===== src/rtl/a2o_mem_arb.sv =====
// Two-requester arbiter for the 128-bit direct-attach memory port: A2O core vs. a
// 32-bit Wishbone slave. One access in flight, fixed-latency reads, round-robin on ties.
module a2o_mem_arb #(
    parameter int         MEM_RD_LAT = 1,
    parameter logic [3:0] WB_WIN     = 4'h0
) (
    input  logic           clk,
    input  logic           rst,
    input  logic           c_req,
    input  logic [0:31]    c_adr,
    input  logic           c_we,
    input  logic [0:15]    c_be,
    input  logic [0:127]   c_wdat,
    output logic           c_ack,
    output logic [0:127]   c_rdat,
    input  logic           wb_cyc,
    input  logic           wb_stb,
    input  logic           wb_we,
    input  logic [31:0]    wb_adr,
    input  logic [3:0]     wb_sel,
    input  logic [31:0]    wb_datw,
    output logic           wb_ack,
    output logic [31:0]    wb_datr,
    output logic [0:31]    mem_adr,
    output logic           mem_rd_val,
    input  logic [0:127]   mem_dat,
    output logic           mem_wr_val,
    output logic [0:15]    mem_wr_be,
    output logic [0:127]   mem_wr_dat
);

    typedef enum logic [1:0] {IDLE = 2'd0, RD_WAIT = 2'd1, ACK = 2'd2} state_t;

    localparam logic [1:0] LAT_M1 = 2'(MEM_RD_LAT - 1);

    state_t         r_state, w_state_nx;
    logic [1:0]     r_cnt, w_cnt_nx;
    logic           r_gnt_wb, w_gnt_wb_nx;
    logic           r_last_wb, w_last_wb_nx;
    logic           r_oow, w_oow_nx;
    logic           r_abort, w_abort_nx;
    logic [1:0]     r_lane, w_lane_nx;
    logic           r_we, w_we_nx;
    logic           r_c_ack, w_c_ack_nx;
    logic           r_wb_ack, w_wb_ack_nx;
    logic [0:127]   r_c_rdat, w_c_rdat_nx;
    logic [31:0]    r_wb_datr, w_wb_datr_nx;
    logic [0:31]    r_mem_adr, w_mem_adr_nx;
    logic           r_mem_rd, w_mem_rd_nx;
    logic           r_mem_wr, w_mem_wr_nx;
    logic [0:15]    r_mem_be, w_mem_be_nx;
    logic [0:127]   r_mem_dat, w_mem_dat_nx;

    logic           w_c_pend, w_wb_pend, w_pick_wb, w_wb_oow;
    logic [0:15]    w_wb_be;
    logic           w_unused;

    assign w_c_pend  = c_req;
    assign w_wb_pend = wb_cyc & wb_stb;
    // Tie goes to whoever did not win last time.
    assign w_pick_wb = w_wb_pend & (~w_c_pend | ~r_last_wb);
    assign w_wb_oow  = (wb_adr[31:28] != WB_WIN);
    // Lane 0 enables sit in be[0:3]; wb_sel[3] maps to the lowest be index of the lane.
    assign w_wb_be   = 16'({wb_sel, 12'h000} >> {wb_adr[3:2], 2'b00});
    assign w_unused  = &{1'b0, c_adr[28:31], wb_adr[1:0]};

    // Next-state and next-output decode.
    always_comb begin
        w_state_nx   = r_state;
        w_cnt_nx     = r_cnt;
        w_gnt_wb_nx  = r_gnt_wb;
        w_last_wb_nx = r_last_wb;
        w_oow_nx     = r_oow;
        w_abort_nx   = r_abort;
        w_lane_nx    = r_lane;
        w_we_nx      = r_we;
        w_c_ack_nx   = 1'b0;
        w_wb_ack_nx  = 1'b0;
        w_c_rdat_nx  = r_c_rdat;
        w_wb_datr_nx = r_wb_datr;
        w_mem_adr_nx = 32'h0000_0000;
        w_mem_rd_nx  = 1'b0;
        w_mem_wr_nx  = 1'b0;
        w_mem_be_nx  = 16'h0000;
        w_mem_dat_nx = 128'h0;
        case (r_state)
            IDLE: begin
                // While an ack is on the wire the finished requester still holds its request.
                if (!(r_c_ack | r_wb_ack) && (w_c_pend | w_wb_pend)) begin
                    w_gnt_wb_nx  = w_pick_wb;
                    w_last_wb_nx = w_pick_wb;
                    w_abort_nx   = 1'b0;
                    w_cnt_nx     = LAT_M1;
                    if (w_pick_wb) begin
                        w_oow_nx  = w_wb_oow;
                        w_lane_nx = wb_adr[3:2];
                        w_we_nx   = wb_we;
                        if (!w_wb_oow) begin
                            w_mem_adr_nx = {wb_adr[31:4], 4'h0};
                            w_mem_wr_nx  = wb_we;
                            w_mem_rd_nx  = ~wb_we;
                            if (wb_we) begin
                                w_mem_be_nx  = w_wb_be;
                                w_mem_dat_nx = {4{wb_datw}};
                            end else begin
                                w_mem_be_nx  = 16'h0000;
                            end
                        end else begin
                            w_mem_adr_nx = 32'h0000_0000;
                        end
                        w_state_nx = (wb_we | w_wb_oow) ? ACK : RD_WAIT;
                    end else begin
                        w_oow_nx     = 1'b0;
                        w_lane_nx    = 2'b00;
                        w_we_nx      = c_we;
                        w_mem_adr_nx = {c_adr[0:27], 4'h0};
                        w_mem_wr_nx  = c_we;
                        w_mem_rd_nx  = ~c_we;
                        if (c_we) begin
                            w_mem_be_nx  = c_be;
                            w_mem_dat_nx = c_wdat;
                        end else begin
                            w_mem_be_nx  = 16'h0000;
                        end
                        w_state_nx = c_we ? ACK : RD_WAIT;
                    end
                end else begin
                    w_state_nx = IDLE;
                end
            end
            RD_WAIT: begin
                if (r_gnt_wb && !wb_cyc) begin
                    w_abort_nx = 1'b1;
                end else begin
                    w_abort_nx = r_abort;
                end
                if (r_cnt == 2'd0) begin
                    w_state_nx = ACK;
                end else begin
                    w_cnt_nx = r_cnt - 2'd1;
                end
            end
            ACK: begin
                w_state_nx = IDLE;
                if (r_gnt_wb) begin
                    if (wb_cyc && !r_abort) begin
                        w_wb_ack_nx = 1'b1;
                        if (r_oow) begin
                            w_wb_datr_nx = 32'h0000_0000;
                        end else if (!r_we) begin
                            w_wb_datr_nx = mem_dat[{r_lane, 5'b00000} +: 32];
                        end else begin
                            w_wb_datr_nx = r_wb_datr;
                        end
                    end else begin
                        w_wb_ack_nx = 1'b0;
                    end
                end else begin
                    w_c_ack_nx = 1'b1;
                    if (!r_we) begin
                        w_c_rdat_nx = mem_dat;
                    end else begin
                        w_c_rdat_nx = r_c_rdat;
                    end
                end
            end
            default: begin
                w_state_nx = IDLE;
            end
        endcase
    end

    // State and registered outputs; reset clears everything and favours the core next.
    always_ff @(posedge clk or posedge rst) begin
        if (rst) begin
            r_state   <= IDLE;
            r_cnt     <= 2'd0;
            r_gnt_wb  <= 1'b0;
            r_last_wb <= 1'b1;
            r_oow     <= 1'b0;
            r_abort   <= 1'b0;
            r_lane    <= 2'b00;
            r_we      <= 1'b0;
            r_c_ack   <= 1'b0;
            r_wb_ack  <= 1'b0;
            r_c_rdat  <= 128'h0;
            r_wb_datr <= 32'h0000_0000;
            r_mem_adr <= 32'h0000_0000;
            r_mem_rd  <= 1'b0;
            r_mem_wr  <= 1'b0;
            r_mem_be  <= 16'h0000;
            r_mem_dat <= 128'h0;
        end else begin
            r_state   <= w_state_nx;
            r_cnt     <= w_cnt_nx;
            r_gnt_wb  <= w_gnt_wb_nx;
            r_last_wb <= w_last_wb_nx;
            r_oow     <= w_oow_nx;
            r_abort   <= w_abort_nx;
            r_lane    <= w_lane_nx;
            r_we      <= w_we_nx;
            r_c_ack   <= w_c_ack_nx;
            r_wb_ack  <= w_wb_ack_nx;
            r_c_rdat  <= w_c_rdat_nx;
            r_wb_datr <= w_wb_datr_nx;
            r_mem_adr <= w_mem_adr_nx;
            r_mem_rd  <= w_mem_rd_nx;
            r_mem_wr  <= w_mem_wr_nx;
            r_mem_be  <= w_mem_be_nx;
            r_mem_dat <= w_mem_dat_nx;
        end
    end

    assign c_ack      = r_c_ack;
    assign c_rdat     = r_c_rdat;
    assign wb_ack     = r_wb_ack;
    assign wb_datr    = r_wb_datr;
    assign mem_adr    = r_mem_adr;
    assign mem_rd_val = r_mem_rd;
    assign mem_wr_val = r_mem_wr;
    assign mem_wr_be  = r_mem_be;
    assign mem_wr_dat = r_mem_dat;

endmodule

===== config.mk =====
export PLATFORM = sky130hd
export DESIGN_NAME = a2o_mem_arb
export DESIGN_NICKNAME = d
export VERILOG_FILES = /design/src/rtl/a2o_mem_arb.sv
export SDC_FILE = /design/constraint.sdc
export NUM_CORES = 1
export LEC_CHECK = 0
export CELL_PAD_IN_SITES_DETAIL_PLACEMENT = 1
export CELL_PAD_IN_SITES_GLOBAL_PLACEMENT = 1
export CORE_AREA = 3 3 276 278
export CTS_CLUSTER_DIAMETER = 80
export DETAILED_ROUTE_END_ITERATION = 10
export DIE_AREA = 0 0 279 281
export MAX_ROUTING_LAYER = met4
export PLACE_DENSITY = 0.52
export SYNTH_ARGS = -nofsm -noshare
export SYNTH_HDL_FRONTEND = slang
export SYNTH_SLANG_ARGS = --single-unit

===== constraint.sdc =====
create_clock -name clk -period 25.1 [get_ports clk]
set_clock_uncertainty 0.05 [all_clocks]
set_input_delay 3.765 -clock clk [delete_from_list [all_inputs] [get_ports clk]]
set_output_delay 3.765 -clock clk [all_outputs]
set_load 0.1 [all_outputs]

# After elaboration in Yosys (flattened, before gate mapping)
# Cells that the tools add are included.
dict set report op_classes {
  add_sub_neg 1
  n_eq_ne 7
  n_shift 2
  mux 46
  bitwise_logic 13
  reduce_logical 15
}
# cell count
set ops {}
lappend ops {{two-way mux 128 bit} 6}
lappend ops {{two-way mux 32 bit} 6}
lappend ops {{variable part select 128 x 8 -> 129 bit} 1}
lappend ops {{two-way mux 16 bit} 6}
lappend ops {{two-way mux 1 bit} 17}
lappend ops {{two-way mux 2 bit} 8}
lappend ops {{>> shifter 16 x 4 -> 16 bit} 1}
lappend ops {{!= test 2 bit, second input constant} 5}
lappend ops {{AND reduction 3 bit} 3}
lappend ops {{inverter 7 -> 8 bit} 1}
lappend ops {{case mux 2 bit (2 select lines)} 2}
lappend ops {{inverter 1 bit} 6}
lappend ops {{logical NOT 2 bit} 2}
lappend ops {{OR 1 bit} 4}
lappend ops {{AND reduction 4 bit} 1}
lappend ops {{nonzero test 4 bit} 1}
lappend ops {{logical AND 1 bit} 3}
lappend ops {{logical NOT 1 bit} 3}
lappend ops {{bitwise AND 1 bit} 2}
lappend ops {{== test 2 x 1 -> 1 bit, second input constant} 1}
lappend ops {{== test 2 bit, second input constant} 1}
lappend ops {{case mux 1 bit (2 select lines)} 1}
lappend ops {{AND reduction 2 bit} 1}
lappend ops {{nonzero test 2 bit} 1}
lappend ops {{subtractor 2 x 1 -> 2 bit, second input constant} 1}
dict set report totals {
  regBits 351
  input_bits 379
  out_inout_bits 340
  word_cells 101
}

# Logic depth before layout (Yosys ltp)
# Gate-level depths: netlist (run 1).
dict set report logic_depth {
  ltp_word 6
  mapped_depth 7
  ltp_nobuf 5
}

# Worst setup path after synthesis (run 1)
# Ideal clock, no wire load.
dict set report synth_timing {
  kind {input to register}
  from {in wb_adr[28]}
  to {reg r_mem_be, in the netlist mem_wr_be[12]}
  arrival_time_ps 4849
  slack_ps 20124
  path_stages 6
  path_buffers 2
  cell_sequence {nor4_2 -> and4_1 -> buf_4 -> buf_4 -> nand4_1 -> a21oi_1}
}
dict set report synth_via {
  elab_chain_cells 5
}
# element line_no
set synth_rtl {}
lappend synth_rtl {{start, declared} 19} ;# input logic [31:0] wb_adr,
lappend synth_rtl {{nonzero test 4 bit} 62} ;# assign w_wb_oow = (wb_adr[31:28] != WB_WIN);
lappend synth_rtl {{two-way mux 16 bit} 98} ;# if (!w_wb_oow) begin
lappend synth_rtl {{two-way mux 16 bit} 94} ;# if (w_pick_wb) begin
lappend synth_rtl {{two-way mux 16 bit} 89} ;# if (!(r_c_ack | r_wb_ack) && (w_c_pend | w_wb_pend)) begin
lappend synth_rtl {{two-way mux 16 bit} 86} ;# case (r_state)
lappend synth_rtl {{net w_mem_be_nx, one bit} 51} ;# logic [0:15] r_mem_be, w_mem_be_nx;
lappend synth_rtl {{end signal, assigned} 209} ;# r_mem_be <= w_mem_be_nx;
lappend synth_rtl {{end, declared} 51}
# The timed path passes the listed nets, and every way through them passes these cells.
# A chain may end at the register's enable or synchronous reset.

# Worst setup path after layout (run 1)
dict set report layout_timing {
  from {in c_req}
  to {reg r_mem_dat, in the netlist mem_wr_dat[41]}
}
dict set report layout_via {
  elab_chain_cells 6
}
# element line_no
set layout_rtl {}
lappend layout_rtl {{start, declared} 9} ;# input logic c_req,
lappend layout_rtl {{inverter 1 bit} 61} ;# assign w_pick_wb = w_wb_pend & (~w_c_pend | ~r_last_wb);
lappend layout_rtl {{OR 1 bit} 61}
lappend layout_rtl {{bitwise AND 1 bit} 61}
lappend layout_rtl {{two-way mux 128 bit} 94}
lappend layout_rtl {{two-way mux 128 bit (*)} 89}
lappend layout_rtl {{two-way mux 128 bit (*)} 86}
lappend layout_rtl {{net w_mem_dat_nx, one bit} 52} ;# logic [0:127] r_mem_dat, w_mem_dat_nx;
lappend layout_rtl {{end signal, assigned} 210} ;# r_mem_dat <= w_mem_dat_nx;
lappend layout_rtl {{end, declared} 52}
# The timed path passes the listed nets; every way through them passes the cells marked *.

==> results of run 1 <==
[worst min-delay path, cell delays in order, from the launching register on]
cell and delay (ns):
dfrtp_1 0.34, nand2_1 0.05, o21ai_1 0.06
[area by class of cell]
class	count	area (sq um)	area share, %
antenna	16	40.0	0.171
clock buffer	68	1360	5.78
clock inverter	10	139	0.593
inverter	3	18.8	0.0801
multi-input combinational	727	4770	20.4
sequential	347	8690	37.1
tap	969	1210	5.18
timing repair buffer	724	7200	30.7
[state kept, by name, summed over array words and instances, names as in the netlist]
name and flops:
r_last_wb 1, c_rdat 128, r_lane 2, r_oow 1, mem_wr_dat 128, wb_ack 1, mem_wr_be 16, r_state 2
r_cnt 2, r_we 1, mem_adr 28, wb_datr 32, c_ack 1, mem_rd_val 1, mem_wr_val 1, r_abort 1
r_gnt_wb 1
[metal layers]
| layer | track usage, % | up-vias |
|---|---|---|
| li1 | - | 5362 |
| met1 | 16.9 | 5848 |
| met2 | 26.5 | 501 |
| met3 | 7.04 | 80 |
| met4 | 5.23 | 0 |
| met5 | - | - |
[synth_stat cells]
master and count:
clkbuf_1 17, dfstp_2 1, nand3_1 5, and4_1 1, nand2_1 304, mux2_2 128, or3b_2 1, nor2_1 3
conb_1 1, mux4_2 32, a22o_1 1, inv_1 3, ha_1 1, buf_6 3, buf_1 4, a21o_1 2
nand3b_1 1, buf_4 19, nor3b_1 4, o21a_1 2, a21boi_1 1, a21oi_1 170, dfrtp_1 346, o21ai_1 30
o21ai_0 9, or4_1 1, nor2b_1 1, nand2b_1 1, nand4_1 4, and3_1 4, o221ai_1 1, nor3_1 2
and2_1 2, nor4_2 3, nand4b_1 8, nor4bb_1 1, buf_2 44
[report_power, final]
group / internal, mW / leakage [nW] / switching, mW
registers: 0.731 / 4.49 / 0.0924
logic: 0.497 / 4.25 / 1.56
clock network: 0.402 / 0.737 / 0.254
total: 1.63 / 9.48 / 1.91
[through the flow]
step	power [mW]	std cells	cell area [sq um]	setup WS, ns	hold WS [ns]
after floorplan	2.35	1164	13900	11.66	0.407
after global placement	2.90	2770	21900	18.15	0.412
after detailed placement	2.91	2770	21900	18.09	0.424
after CTS	3.59	2848	23400	18.69	0.437
after global routing	3.68	2862	23400	18.63	0.456
final	3.54	2864	23400	18.83	0.431
[cell families after synthesis]
logic type | Yosys count
DFF | 347
and+or+nand+nor | 346
buffers and inverters | 90
other | 1
adders and majority gates | 1
AOI/OAI and AO/OA | 216
muxes | 160
[final timing paths]
| check | slack [ns] | end | start |
|---|---|---|---|
| setup / recovery | 18.83 | mem_wr_dat[41]$_DFF_PP0_ | c_req |
| setup reg to reg | 22.02 | c_rdat[120]$_DFFE_PP0P_ | r_state[0]$_DFFE_PP0P_ |
| hold reg to reg | 0.43 | wb_datr[25]$_DFFE_PP0P_ | wb_datr[25]$_DFFE_PP0P_ |
| hold / removal | 0.43 | wb_datr[25]$_DFFE_PP0P_ | wb_datr[25]$_DFFE_PP0P_ |
| min in group asynchronous | 3.68 | c_rdat[11]$_DFFE_PP0P_ | rst |
| max in group asynchronous | 19.22 | mem_wr_dat[106]$_DFF_PP0_ | rst |
==> flow_metrics.env, run 1 <==
export IMPL_synth_top_family_by_area="multiplexers"
export IMPL_timing_final_crit_share_pct=25.0
export IMPL_synth_top_area_share_pct=62.3
export IMPL_initial_core_util_pct=18.7
export IMPL_start_kind="primary input"
export IMPL_gp_congestion=0.817
export IMPL_ios=719
export IMPL_drc=0
export IMPL_insertion_delay_ns=0.56
export IMPL_synth_top_area_cell="dfrtp_1"
export IMPL_layout_common_cells="clkdlybuf4s50_1, dfrtp_1, nand2_1"
export IMPL_grt_start_max_net_pins=97
export IMPL_hp_class="reg2reg"
export IMPL_drv_cap=0
export IMPL_nNetsFinal=2228
export IMPL_wl_met2_um=30900
export IMPL_via_per_inst=4.12
export IMPL_clk_pin_slew_ns=0.06
export IMPL_rr_worst_depth=5
export IMPL_ys_types=37
export IMPL_grt_pass1_wl_um=89900
export IMPL_final_max_slew_viol_count=0
export IMPL_post_drt_wl_per_cell_um=21.8
export IMPL_finalHoldViolCount=0
export IMPL_antenna_found_initial=15
export IMPL_mostFrequentLayoutCell="clkdlybuf4s50_1"
export IMPL_status="finished clean"
export IMPL_critPathRequiredTime_ns=25.46
export IMPL_post_cts_resized=0
export IMPL_die_width_um=279
export IMPL_synth_area_leaders="dfrtp_1, mux2_2, nand2_1"
export IMPL_syn_area_per_cell_sq_um=12.0
export IMPL_finalCriticalPeriod_ns=6.27
export IMPL_vdd_ir_drop_max_mv=0.0531
export IMPL_crit_path_cell_trace="clkdlybuf4s50_1 -> nand2_1 -> a21boi_4 -> buf_4 -> buf_4 -> nand2_1 -> a21oi_1"
export IMPL_endpoint_kind="register"
export IMPL_ant_nets=0
export IMPL_path_delay_family="buffers and inverters"
export IMPL_critPathKind="in2reg"
export IMPL_dieArea_sq_um=78400
export IMPL_worst_path_buf_inv=3
export IMPL_drt_iter0_drc=391
export IMPL_synth_xor_area_share_pct=0
export IMPL_syn_inst=1161
export IMPL_synthSimpleGateAreaFrac_pct=10.4
export IMPL_worst_pin_slew_ns=1.16
export IMPL_muxShareOfSynthArea_pct=15.6
export IMPL_power_leakage_nw=9.48
export IMPL_port_buffers=708
export IMPL_route_met3_wl_um=6350
export IMPL_slowest_stage="buf_4"
export IMPL_dpl_hpwl_um=46500
export IMPL_cp_num_cells=7
export IMPL_clock_fmax_mhz=160
export IMPL_cts_tree="built"
export IMPL_synth_fa_ha_area_share_pct=0.0901
export IMPL_die_h_um=281
export IMPL_grt_setup_unrepaired="no"
export IMPL_highest_layer="met4"
export IMPL_powerDensity_nw_per_um2=151
export IMPL_synth_cell_area_sq_um=13900
export IMPL_hold_depth=2
export IMPL_drive_gt1_share_pct=13.8
export IMPL_ys_seq_area_share_pct=62.5
export IMPL_crit_arrival_ns=6.63
export IMPL_post_route_util_pct=31.6
export IMPL_gr_total_overflow=0
export IMPL_grt_pass1_vias=13299
export IMPL_vias=11791
export IMPL_core_sq_um=74200
export IMPL_h_tree_depth=2
export IMPL_clockBufferDepth=3
export IMPL_gr_usage_all_layers_pct=15.9
export IMPL_cts_hold_buf=0
export IMPL_area_growth_pct=68.6
export IMPL_finalSetupTns_ns=0
export IMPL_crit_path_max_incr_delay_ns=0.83
export IMPL_post_cts_buffers=0
export IMPL_path_max_fanout=94
export IMPL_fill_cells=8214
export IMPL_dr_pass1_iters=4
export IMPL_synth_seq_cells=347
export IMPL_synth_compound_area_share_pct=7.93
export IMPL_relSlewSlack_pct=22.2
export IMPL_clkSinkCount=347
export IMPL_row_count=100
export IMPL_m1WireLength_um=23800
export IMPL_ys_warn_count=0
export IMPL_finalSetupViolCount=0
export IMPL_cts_buffers=45
export IMPL_routed_wirelength_um=62500
export IMPL_cts_root_buf="clkbuf_16"
Note: power is estimated with default switching activity, not from simulation.
==> run 2, diff against run 1 <==
--- a/config.mk
+++ b/config.mk
@@ -7,10 +7,10 @@
 export LEC_CHECK = 0
 export CELL_PAD_IN_SITES_DETAIL_PLACEMENT = 1
 export CELL_PAD_IN_SITES_GLOBAL_PLACEMENT = 1
-export CORE_AREA = 3 3 276 278
+export CORE_AREA = 3 3 277 279
 export CTS_CLUSTER_DIAMETER = 80
 export DETAILED_ROUTE_END_ITERATION = 10
-export DIE_AREA = 0 0 279 281
+export DIE_AREA = 0 0 280 282
 export MAX_ROUTING_LAYER = met4
 export PLACE_DENSITY = 0.52
 export SYNTH_ARGS = -nofsm -noshare
==> constraint.sdc (replaced) <==
create_clock -name clk -period 6.5 [get_ports clk]
set_clock_uncertainty 0.05 [all_clocks]
set_input_delay 0.975 -clock clk [delete_from_list [all_inputs] [get_ports clk]]
set_output_delay 0.975 -clock clk [all_outputs]
set_load 0.1 [all_outputs]
==> run 2 against run 1 <==
  * Cell area fell by 0.24%
  * Cell count fell by 0.42%
  * Clock-buffer cell count rose by 1
  * Sequential power rose to 3.8 times the previous value
  * Via count rose by 0.98%
  * Critical path depth fell by 6
  * Non-clock buffer count fell by 1
  * Combinational power rose to 3.9 times the previous value
==> flow_metrics.env, run 2 (synthesis gave the netlist of run 1 again) <==
export IMPL_status="finished clean"
export IMPL_swShare_pct=54.3
export IMPL_post_cts_resized=0
export IMPL_critPathKind="reg2out"
export IMPL_ios=719
export IMPL_insertion_delay_ns=0.56
export IMPL_gr_total_overflow=0
export IMPL_clkSinkCount=347
export IMPL_area_growth_pct=68.2
export IMPL_vdd_ir_drop_max_mv=0.265
export IMPL_seq_area_sq_um=8690
export IMPL_multi_input_area_sq_um=4770
export IMPL_finalHoldViolCount=0
export IMPL_critPathRequiredTime_ns=5.47
export IMPL_relSlewSlack_pct=22.7
export IMPL_p_int_mw=6.21
export IMPL_endpoint_kind="output pin"
export IMPL_drive_gt1_share_pct=13.4
export IMPL_drv_cap=0
export IMPL_path_delay_family="buffers and inverters"
export IMPL_post_route_util_pct=31.4
export IMPL_drt_iter0_drc=431
export IMPL_grt_pass1_vias=13344
export IMPL_nNetsFinal=2228
export IMPL_fill_cells=8192
export IMPL_clock_fmax_mhz=309
export IMPL_power_leakage_nw=9.45
export IMPL_dieArea_sq_um=79000
export IMPL_crit_arrival_ns=2.21
export IMPL_h_tree_depth=2
export IMPL_cts_buffers=46
export IMPL_timing_final_crit_share_pct=49.8
export IMPL_die_width_um=280
export IMPL_hp_class="reg2reg"
export IMPL_dpl_hpwl_um=46600
export IMPL_place_area_sq_um=21900
export IMPL_slowest_stage="clkdlybuf4s50_1"
export IMPL_final_max_slew_viol_count=0
export IMPL_design_area_sq_um=23400
export IMPL_layout_common_cells="clkdlybuf4s50_1, dfrtp_1, nand2_1"
export IMPL_gp_congestion=0.803
export IMPL_grt_start_max_net_pins=156
export IMPL_start_kind="register"
export IMPL_core_sq_um=74400
export IMPL_holdWs_ns=0.435
export IMPL_via_per_inst=4.17
export IMPL_pwr_share_clk_pct=17.9
export IMPL_cts_hold_buf=0
export IMPL_finalSetupViolCount=0
export IMPL_pwr_share_seq_pct=23.1
export IMPL_worst_path_buf_inv=1
export IMPL_grt_setup_unrepaired="no"
export IMPL_worst_pin_slew_ns=1.16
export IMPL_finalSetupTns_ns=0
export IMPL_power_frac_comb_pct=59.0
export IMPL_dr_pass1_iters=4
export IMPL_cts_tree="built"
export IMPL_finalCriticalPeriod_ns=3.24
export IMPL_gr_usage_all_layers_pct=15.9
export IMPL_initial_core_util_pct=18.7
export IMPL_path_max_fanout=2
export IMPL_powerDensity_nw_per_um2=582
export IMPL_die_h_um=282
export IMPL_post_drt_wl_per_cell_um=22.2
export IMPL_drc=0
export IMPL_port_buffers=708
export IMPL_clk_pin_slew_ns=0.06
export IMPL_row_count=100
export IMPL_ant_nets=0
export IMPL_clockBufferDepth=3
export IMPL_vias=11906
export IMPL_post_cts_buffers=0
export IMPL_antenna_found_initial=10
export IMPL_mostFrequentLayoutCell="clkdlybuf4s50_1"
export IMPL_crit_path_max_incr_delay_ns=1.27
export IMPL_cts_root_buf="clkbuf_16"
export IMPL_p_switching_mw=7.39
export IMPL_crit_path_cell_trace="clkdlybuf4s50_1"
export IMPL_routed_wirelength_um=63400
export IMPL_grt_pass1_wl_um=90700
==> run 2: power groups by stage <==
stage | Sequential [mW] | Combinational (mW) | Clock, mW
after floorplan | 7.81 | 1.28 | 0
after global placement | 3.16 | 8.06 | 0
after detailed placement | 3.19 | 8.09 | 0
after CTS | 3.16 | 8.10 | 2.53
after global routing | 3.23 | 8.26 | 2.62
final | 3.15 | 8.02 | 2.43
==> run 2: cell type report <==
cell class                      count  share of cell area, %
Multi-Input combinational cell    727                   20.4
Timing Repair Buffer              723                   31.0
Clock inverter                      7                  0.321
Tap cell                          969                   5.19
Clock buffer                       69                   5.73
Antenna cell                        7                 0.0750
Inverter                            3                 0.0642
Sequential cell                   347                   37.2
==> run 2: layer usage <==
layer	track usage [%]	wire length, um
met5	-	0
met1	17.0	23900
met3	6.63	6330
met4	3.08	1020
met2	27.6	32200
==> run 2: worst paths after layout <==
kind / start / end / slack (ns) / depth (start not counted)
worst min-delay path: wb_datr[18]$_DFFE_PP0P_ / wb_datr[18]$_DFFE_PP0P_ / 0.44 / 2
worst max register to register: r_last_wb$_DFFE_PP1P_ / mem_wr_dat[123]$_DFF_PP0_ / 3.93 / 5
worst max-delay path: wb_ack$_DFF_PP0_ / wb_ack / 3.26 / 1
max in group asynchronous: rst / mem_wr_dat[123]$_DFF_PP0_ / 4.30 / 3
min in group asynchronous: rst / c_rdat[65]$_DFFE_PP0P_ / 0.72 / 2
worst min register to register: wb_datr[18]$_DFFE_PP0P_ / wb_datr[18]$_DFFE_PP0P_ / 0.44 / 2
==> run 2: metrics by stage <==
stage | std cells | power (mW) | setup slack [ns]
finish | 2852 | 13.6 | 3.26
global route | 2851 | 14.1 | 3.11
CTS | 2845 | 13.8 | 3.17
detailed placement | 2769 | 11.3 | 2.71
global placement | 2769 | 11.2 | 2.72
floorplan | 1164 | 9.09 | 0.831
==> run 3, diff against run 2 <==
==> constraint.sdc (replaced) <==
create_clock -name clk -period 3 [get_ports clk]
set_clock_uncertainty 0.05 [all_clocks]
set_input_delay 0.45 -clock clk [delete_from_list [all_inputs] [get_ports clk]]
set_output_delay 0.45 -clock clk [all_outputs]
set_load 0.1 [all_outputs]
==> run 3 against run 2 <==
  * Clock-buffer cell count grew 2
  * Non-clock buffer count grew 38
  * Register-to-register slack worse by 3.1 ns
  * Critical path type is now in2reg
  * Largest power group unchanged
  * Highest routed layer unchanged
==> flow_metrics.env, run 3 (synthesis gave the netlist of run 1 again) <==
export IMPL_status="finished clean"
export IMPL_critPathRequiredTime_ns=3.42
export IMPL_via_per_inst=4.13
export IMPL_final_max_slew_viol_count=0
export IMPL_met3_usage_pct=6.27
export IMPL_grt_setup_unrepaired="no"
export IMPL_place_area_sq_um=21500
export IMPL_drive_gt1_share_pct=32.8
export IMPL_clkSinkCount=347
export IMPL_dieArea_sq_um=79000
export IMPL_relSlewSlack_pct=54.2
export IMPL_mostFrequentLayoutCell="buf_4"
export IMPL_dp_cells=2807
export IMPL_area_growth_pct=65.8
export IMPL_critPathKind="in2reg"
export IMPL_nNetsFinal=2265
export IMPL_path_max_fanout=34
export IMPL_holdWs_ns=0.207
export IMPL_dr_pass1_iters=4
export IMPL_port_buffers=708
export IMPL_fin_ws_ns=0.834
export IMPL_timing_final_crit_share_pct=72.2
export IMPL_grt_start_max_net_pins=76
export IMPL_cts_root_buf="clkbuf_16"
export IMPL_dpl_hpwl_um=49400
export IMPL_fill_cells=8337
export IMPL_antenna_found_initial=10
export IMPL_core_sq_um=74400
export IMPL_grt_pass1_wl_um=90900
export IMPL_vdd_ir_drop_max_mv=0.425
export IMPL_crit_path_cell_trace="clkdlybuf4s50_1 -> nor4_2 -> buf_4 -> and4_2 -> buf_12 -> buf_4 -> nand4_1 -> a21oi_1"
export IMPL_hp_class="in2async"
export IMPL_seq_area_sq_um=8690
export IMPL_multi_input_area_sq_um=4770
export IMPL_gp_congestion=0.808
export IMPL_post_drt_wl_per_cell_um=21.8
export IMPL_slowest_stage="nor4_2"
export IMPL_drt_iter0_drc=373
export IMPL_worst_pin_slew_ns=0.685
export IMPL_clockBufferDepth=3
export IMPL_finalSetupTns_ns=0
export IMPL_routed_wirelength_um=63300
export IMPL_insertion_delay_ns=0.56
export IMPL_finalHoldViolCount=0
export IMPL_crit_path_max_incr_delay_ns=0.47
export IMPL_clk_pin_slew_ns=0.06
export IMPL_finalCriticalPeriod_ns=2.17
export IMPL_drc=0
export IMPL_vias=11983
export IMPL_gr_total_overflow=0
export IMPL_path_common_cell="buf_4"
export IMPL_design_area_sq_um=23000
export IMPL_ant_nets=0
export IMPL_h_tree_depth=2
export IMPL_die_width_um=280
export IMPL_grt_pass1_vias=13516
export IMPL_cts_buffers=45
export IMPL_gr_usage_all_layers_pct=15.9
export IMPL_cts_hold_buf=0
export IMPL_row_count=100
export IMPL_crit_arrival_ns=2.58
export IMPL_drv_cap=0
export IMPL_dp_slack_ns=0.158
export IMPL_post_cts_buffers=0
export IMPL_powerDensity_nw_per_um2=1280
export IMPL_gr_usage_met2_pct=27.5
export IMPL_post_cts_resized=0
export IMPL_finalSetupViolCount=0
export IMPL_layout_common_cells="buf_4, clkdlybuf4s50_1, dfrtp_1"
export IMPL_ios=719
export IMPL_grt_use_met1_pct=17.3
export IMPL_initial_core_util_pct=18.7
export IMPL_start_kind="primary input"
export IMPL_cts_tree="built"
export IMPL_power_leakage_nw=10.2
export IMPL_endpoint_kind="register"
export IMPL_finalNonFillerCells=2899
export IMPL_die_h_um=282
export IMPL_clock_fmax_mhz=462
export IMPL_grt_busiest_layer="met2"
[run 3: metal layers]
layer	wire length (um)	vias to the layer above
met5	0	-
met4	1130	0
li1	-	5426
met1	24000	5989
met3	6060	70
met2	32100	498
[run 3: area by class of cell]
type / count / share of cell area (%)
timing repair buffer: 761 / 29.6
clock inverter: 12 / 0.543
antenna: 9 / 0.0977
sequential: 347 / 37.7
clock buffer: 71 / 5.97
inverter: 3 / 0.0652
multi-input combinational: 727 / 20.7
tap: 969 / 5.26
[run 3: worst max-delay path: cells and delay by family]
kind | cells | cell delay [ns]
and+or+nand+nor | 3 | 0.83
buffers and inverters | 4 | 1.08
AOI/OAI and AO/OA | 1 | 0.22
[run 3: report_power, final]
part           leakage, nW  switching, mW  internal [mW]
registers             4.49          0.761           6.12
clock network        0.744           2.13           3.32
logic                 5.00           13.2           3.88
[run 3: worst paths after layout]
check | cells after the start | endpoint | slack (ns) | from
max reg2reg | 5 | c_rdat[97]$_DFFE_PP0P_ | 0.85 | r_state[0]$_DFFE_PP0P_
max in group asynchronous | 4 | c_rdat[30]$_DFFE_PP0P_ | 1.77 | rst
min in group clk | 3 | mem_adr[21]$_DFF_PP0_ | 0.38 | wb_adr[10]
min | 2 | c_rdat[39]$_DFFE_PP0P_ | 0.21 | rst
min reg2reg | 2 | wb_datr[8]$_DFFE_PP0P_ | 0.43 | wb_datr[8]$_DFFE_PP0P_
max | 8 | mem_wr_be[13]$_DFF_PP0_ | 0.83 | wb_adr[28]
[run 3: through the flow]
stage	util [%]	power, mW
global placement	28.9	24.1
global route	30.9	30.6
floorplan	-	19.7
CTS	30.9	29.8
finish	30.9	29.4
detailed placement	28.9	24.2
